==> src/rtl/otter_ex_mem_reg.sv <==
// otter_ex_mem_reg: EX->MEM pipeline register of the pipelined OTTER.
//
// Registers the execute-stage results (ALU result, store data, PC+4, rd and
// the MEM/WB controls) into the MEM stage. It also resolves branches and jumps
// in EX and raises PCSrcE so that fetch can redirect to PCTargetE.
//
// Optional build macro: OTTER_EXMEM_FWD_EN
//   When it is defined, the block adds the inputs Rs1E and Rs2E and the
//   combinational outputs ForwardAM and ForwardBM. These flag that the
//   instruction in MEM produces a source operand of the instruction in EX.
//   When it is undefined, those ports are absent and the external hazard unit
//   does all forwarding.
//
// Stage qualification:
//   ValidE / ValidM mark a real instruction in EX / MEM. There is no
//   back-pressure handshake. On every rising edge the stage does exactly one
//   of the following, in priority order:
//     1. RST    : the stage is cleared to zero.
//     2. FlushM : a bubble is loaded (every registered output is zero).
//     3. StallM : every register holds its value.
//     4. capture: the stage takes the E fields if ValidE=1, and loads a
//                 bubble if ValidE=0.
//   PCSrcE is asserted only in the cycle in which the instruction actually
//   advances, that is, with ValidE=1, StallM=0 and RST=0.

module otter_ex_mem_reg #(
    parameter int XLEN   = 32,
    parameter int REG_AW = 5
) (
    input  logic              CLK,
    input  logic              RST,
    input  logic              StallM,
    input  logic              FlushM,
    input  logic              ValidE,
    input  logic [XLEN-1:0]   ALUResultE,
    input  logic              ZeroE,
    input  logic [XLEN-1:0]   WriteDataE,
    input  logic [XLEN-1:0]   PCTargetE,
    input  logic [XLEN-1:0]   PCPlus4E,
    input  logic [REG_AW-1:0] RdE,
    input  logic              RegWriteE,
    input  logic              MemWriteE,
    input  logic [1:0]        ResultSrcE,
    input  logic              BranchE,
    input  logic              BranchNeE,
    input  logic              JumpE,
`ifdef OTTER_EXMEM_FWD_EN
    input  logic [REG_AW-1:0] Rs1E,
    input  logic [REG_AW-1:0] Rs2E,
    output logic              ForwardAM,
    output logic              ForwardBM,
`endif
    output logic              PCSrcE,
    output logic              ValidM,
    output logic [XLEN-1:0]   ALUResultM,
    output logic [XLEN-1:0]   WriteDataM,
    output logic [XLEN-1:0]   PCPlus4M,
    output logic [REG_AW-1:0] RdM,
    output logic              RegWriteM,
    output logic              MemWriteM,
    output logic [1:0]        ResultSrcM
);

    // MEM-stage state
    logic              valid_q,        valid_d;
    logic [XLEN-1:0]   alu_result_q,   alu_result_d;
    logic [XLEN-1:0]   write_data_q,   write_data_d;
    logic [XLEN-1:0]   pc_plus4_q,     pc_plus4_d;
    logic [REG_AW-1:0] rd_q,           rd_d;
    logic              reg_write_q,    reg_write_d;
    logic              mem_write_q,    mem_write_d;
    logic [1:0]        result_src_q,   result_src_d;

    // Per-edge action decode
    logic load_bubble;
    logic capture;
    logic taken;

    // PCTargetE is routed straight to fetch by the datapath. It is listed here
    // only so that this block presents the full EX bundle.
    logic unused_pc_target;
    assign unused_pc_target = ^PCTargetE;

    // A flush always wins. An idle EX slot that advances also becomes a bubble.
    assign load_bubble = FlushM | (~StallM & ~ValidE);
    assign capture     = ~FlushM & ~StallM & ValidE;

    // Branch resolution. The ALU runs SUB for branches, so ZeroE means rs1==rs2.
    // BEQ is taken on ZeroE and BNE is taken on !ZeroE.
    assign taken  = JumpE | (BranchE & (ZeroE ^ BranchNeE));
    assign PCSrcE = ValidE & ~StallM & ~RST & taken;

    // Next-state selection: hold by default, then bubble or capture
    always_comb begin
        valid_d      = valid_q;
        alu_result_d = alu_result_q;
        write_data_d = write_data_q;
        pc_plus4_d   = pc_plus4_q;
        rd_d         = rd_q;
        reg_write_d  = reg_write_q;
        mem_write_d  = mem_write_q;
        result_src_d = result_src_q;
        if (load_bubble) begin
            valid_d      = 1'b0;
            alu_result_d = '0;
            write_data_d = '0;
            pc_plus4_d   = '0;
            rd_d         = '0;
            reg_write_d  = 1'b0;
            mem_write_d  = 1'b0;
            result_src_d = 2'b00;
        end else if (capture) begin
            valid_d      = 1'b1;
            alu_result_d = ALUResultE;
            write_data_d = WriteDataE;
            pc_plus4_d   = PCPlus4E;
            rd_d         = RdE;
            reg_write_d  = RegWriteE;
            mem_write_d  = MemWriteE;
            result_src_d = ResultSrcE;
        end
    end

    // MEM-stage registers with synchronous clear
    always_ff @(posedge CLK) begin
        if (RST) begin
            valid_q      <= 1'b0;
            alu_result_q <= '0;
            write_data_q <= '0;
            pc_plus4_q   <= '0;
            rd_q         <= '0;
            reg_write_q  <= 1'b0;
            mem_write_q  <= 1'b0;
            result_src_q <= 2'b00;
        end else begin
            valid_q      <= valid_d;
            alu_result_q <= alu_result_d;
            write_data_q <= write_data_d;
            pc_plus4_q   <= pc_plus4_d;
            rd_q         <= rd_d;
            reg_write_q  <= reg_write_d;
            mem_write_q  <= mem_write_d;
            result_src_q <= result_src_d;
        end
    end

    // Write enables are qualified by ValidM, so a bubble can never write
    assign ValidM     = valid_q;
    assign ALUResultM = alu_result_q;
    assign WriteDataM = write_data_q;
    assign PCPlus4M   = pc_plus4_q;
    assign RdM        = rd_q;
    assign RegWriteM  = valid_q & reg_write_q;
    assign MemWriteM  = valid_q & mem_write_q;
    assign ResultSrcM = result_src_q;

`ifdef OTTER_EXMEM_FWD_EN
    // MEM result feeds an EX source operand; x0 is never forwarded
    assign ForwardAM = ValidM & RegWriteM & (RdM != '0) & (RdM == Rs1E);
    assign ForwardBM = ValidM & RegWriteM & (RdM != '0) & (RdM == Rs2E);
`endif

endmodule

==> config.mk <==
export PLATFORM = sky130hd
export DESIGN_NAME = otter_ex_mem_reg
export DESIGN_NICKNAME = d
export VERILOG_FILES = /design/src/rtl/otter_ex_mem_reg.sv
export SDC_FILE = /design/constraint.sdc
export NUM_CORES = 1
export LEC_CHECK = 0
export ABC_AREA = 0
export BUFFER_PORTS_ARGS = -buffer_cell sky130_fd_sc_hd__buf_2
export CAP_MARGIN = 25
export CORE_UTILIZATION = 35
export CTS_CLUSTER_DIAMETER = 150
export DETAILED_ROUTE_END_ITERATION = 12
export GPL_TIMING_DRIVEN = 0
export HOLD_SLACK_MARGIN = 0.1
export PLACE_DENSITY = 0.75
export SLEW_MARGIN = 20
export SYNTH_ARGS = -nofsm -noshare
export SYNTH_HDL_FRONTEND = slang
export SYNTH_SLANG_ARGS = --single-unit
==> constraint.sdc <==
create_clock -name CLK -period 1.2 [get_ports CLK]
set_clock_uncertainty 0.15 [all_clocks]
set_input_delay 0.18 -clock CLK [delete_from_list [all_inputs] [get_ports CLK]]
set_output_delay 0.18 -clock CLK [all_outputs]
set_load 0.01 [all_outputs]
==> impl_metrics.json <==
{
  "drtIter0Drc": 94,
  "r2r_end": "WriteDataM[22]",
  "violations": "DRC, setup timing",
  "vias": 3636,
  "drv_cap": 0,
  "hold_viol": 0,
  "synth_compound_area_frac": 0.289,
  "die_w_um": 98.3,
  "core_um2": 8850,
  "cp.depth": 2,
  "antenna_found_initial": 0,
  "clock_sinks": 106,
  "peakVddDrop_uv": 601,
  "ios": 253,
  "drtAntennaViolNets": 0,
  "clk_path_buf_depth": 2,
  "grt_max_degree": 19,
  "synth_fa_ha_area_frac": 0,
  "grtUsageTotal": 0.237,
  "cts_tree": "yes",
  "rows": 34,
  "p_total_w": 0.00665,
  "setup_viol": 8,
  "grt.overflow.total": 0,
  "path_cells": "and2_4 -> buf_6",
  "critPathCaptureType": "output port",
  "cts-root-buf": "clkbuf_8",
  "drtPass1Iterations": 9,
  "synth_nets": 390,
  "register_area_um2": 2250,
  "initial_utilization": 0.367,
  "synth_top_family_by_area": "compound AO/OA/AOI/OAI gates",
  "endpoint": "RegWriteM",
  "fin_ws_ns": -0.137,
  "cp.arrival_ns": 1.01,
  "final_max_slew_viol_count": 0,
  "rsz0062_at_grt": "true",
  "place_hpwl_mm": 6.52,
  "worst_pin_slew_ns": 0.531,
  "synth.avg_cell_area_um2": 13.3,
  "met3_length_mm": 1.01,
  "clkLatencyLatePin_ns": 0.35,
  "reg2reg_slack_ns": 0.25,
  "fin_crit_sh": 1.11,
  "routedWlPerCell_um": 18.5,
  "synth_xor_area_frac": 0.00270,
  "yosysUniqueCellTypes": 15,
  "synth.mux.area_fraction": 0,
  "yosysWarnings": 0,
  "cts_buffers": 9,
  "power_leakage_nw": 3.12,
  "startpoint": "ValidM",
  "slew_headroom": 0.646,
  "top_layer": "met4",
  "worstHoldPathType": "input port to register",
  "ys_seq_elements": 106,
  "wirelength_mm": 13.2,
  "start_kind": "register",
  "yosysSeqAreaShare": 0.654,
  "grt_pass1_vias": 3668,
  "crit_family": "flip-flops",
  "path_class": "register to output port",
  "max_stage_delay_ns": 0.39,
  "outcome": "finished with violations",
  "worst-path-buf-inv": 1,
  "synth_cells": 244,
  "syn_area_um2": 3240,
  "period_minus_slack_ns": 1.34,
  "synthSimpleGateAreaFrac": 0.0193,
  "n_antenna_cell": 0,
  "drive_gt1_frac": 0.624,
  "nNetsFinal": 748,
  "worst-path-max-fanout": 4,
  "die-area_um2": 9660,
  "nFillCells": 555,
  "place.port_buffers": 220,
  "reg2regPathDepth": 2,
  "routed_via_density": 5.09,
  "wl_met2_mm": 6.97,
  "hold_ws_ns": 0.249,
  "area_growth_pct": 97.8,
  "r2r-start": "WriteDataM[22]",
  "drc": 17,
  "crit_required_ns": 0.87,
  "fmax_ghz": 0.748,
  "crit_slowest_cell": "dfxtp_4",
  "gp_congestion": 0.760,
  "multiInputGateArea_um2": 1040,
  "clkSlewWorstSetupHoldPaths_ns": 0.11,
  "cts.htree.levels": 3,
  "power_density_nw_per_um2": 1040,
  "die_y_um": 98.3,
  "wl_met1_mm": 4.87,
  "tns_ns": -0.453,
  "grt_pass1_wl_mm": 18.0
}
## cells by family after synthesis
family          Yosys count
simple gates              7
buf+inv                  23
flops                   106
compound gates          107
xor+xnor                  1
## layout by cell type, fill, tap and decap left out, drive strengths merged
| master | instances |
|---|---|
| a2111oi | 1 |
| a211oi | 1 |
| a22o | 105 |
| and2 | 2 |
| buf | 251 |
| clkbuf | 19 |
| clkinv | 2 |
| dfxtp | 106 |
| dlygate4sd3 | 109 |
| inv | 5 |
| nand2 | 1 |
| nand2b | 1 |
| nor2 | 1 |
| nor3b | 1 |
| nor4b | 1 |
| xnor2 | 1 |
## worst register-to-register path, stage by stage (launching register included)
cell     delay [ns]
dfxtp_2        0.33
buf_4          0.13
a22o_1         0.22
## metal layers
metal	vias up	track usage
li1	1656	-
met1	1739	0.251
met2	206	0.445
met3	35	0.0608
met4	0	0.0976
met5	-	0
## flip-flops by register name, summed over array words and instances (netlist names)
name and cells:
ValidM 1, ALUResultM 32, ResultSrcM 2, RdM 5, mem_write_q 1, reg_write_q 1, PCPlus4M 32, WriteDataM 32
## synthesized netlist by cell type
master | count | share of area
xnor2_1 | 1 | 0.0027
inv_1 | 1 | 0.0012
a2111oi_0 | 1 | 0.0027
nor2_1 | 1 | 0.0012
buf_2 | 7 | 0.011
a22o_1 | 105 | 0.28
a211oi_1 | 1 | 0.0023
nor3b_2 | 1 | 0.0039
nand2b_1 | 1 | 0.0019
buf_4 | 5 | 0.012
and2_1 | 2 | 0.0039
clkbuf_1 | 10 | 0.012
nor4b_4 | 1 | 0.0073
dfxtp_1 | 106 | 0.65
nand2_1 | 1 | 0.0012
## power by group
part	switching [W]	total [W]	internal, W
registers	0.0000520	0.00365	0.00360
logic	0.000323	0.000873	0.000550
clock network	0.00129	0.00213	0.000844
## timing repair
| action | in CTS | in global routing |
|---|---|---|
| setup endpoints to repair | 120 | 188 |
| resized for setup | 30 | 152 |
| hold endpoints to repair | 106 | 0 |
| hold buffers | 109 | 0 |
| pin swaps | 6 | 0 |
| buffers inserted | 5 | 14 |
## layout make-up
class / count / area share
Buffer: 21 / 0.0220
Clock inverter: 6 / 0.00741
Clock buffer: 10 / 0.0215
Multi-Input combinational cell: 115 / 0.163
Tap cell: 108 / 0.0211
Timing Repair Buffer: 348 / 0.414
Sequential cell: 106 / 0.351
Inverter: 1 / 0.000585
## per-stage QoR
stage | util | instance area (um^2) | setup WS, ns | std cells
5_1_grt | 0.725 | 6420 | -0.177 | 715
3_5_place_dp | 0.507 | 4480 | -0.580 | 572
4_1_cts | 0.665 | 5890 | -0.145 | 702
3_3_place_gp | 0.507 | 4480 | -0.530 | 572
2_1_floorplan | - | 3250 | -0.0374 | 244
6_report | 0.725 | 6420 | -0.137 | 715
## worst min-delay path by stage
stage,from,to,slack (ns),cells past startpoint
finish,StallM,PCPlus4M[25],0.25,4
global route,StallM,PCPlus4M[18],0.24,4
CTS,PCPlus4M[29],PCPlus4M[29],0.34,1
detailed placement,WriteDataE[5],WriteDataM[5],0.24,2
global placement,ALUResultE[29],ALUResultM[29],0.24,2
floorplan,RST,ValidM,0.10,1
(Power assumes the default switching activity.)
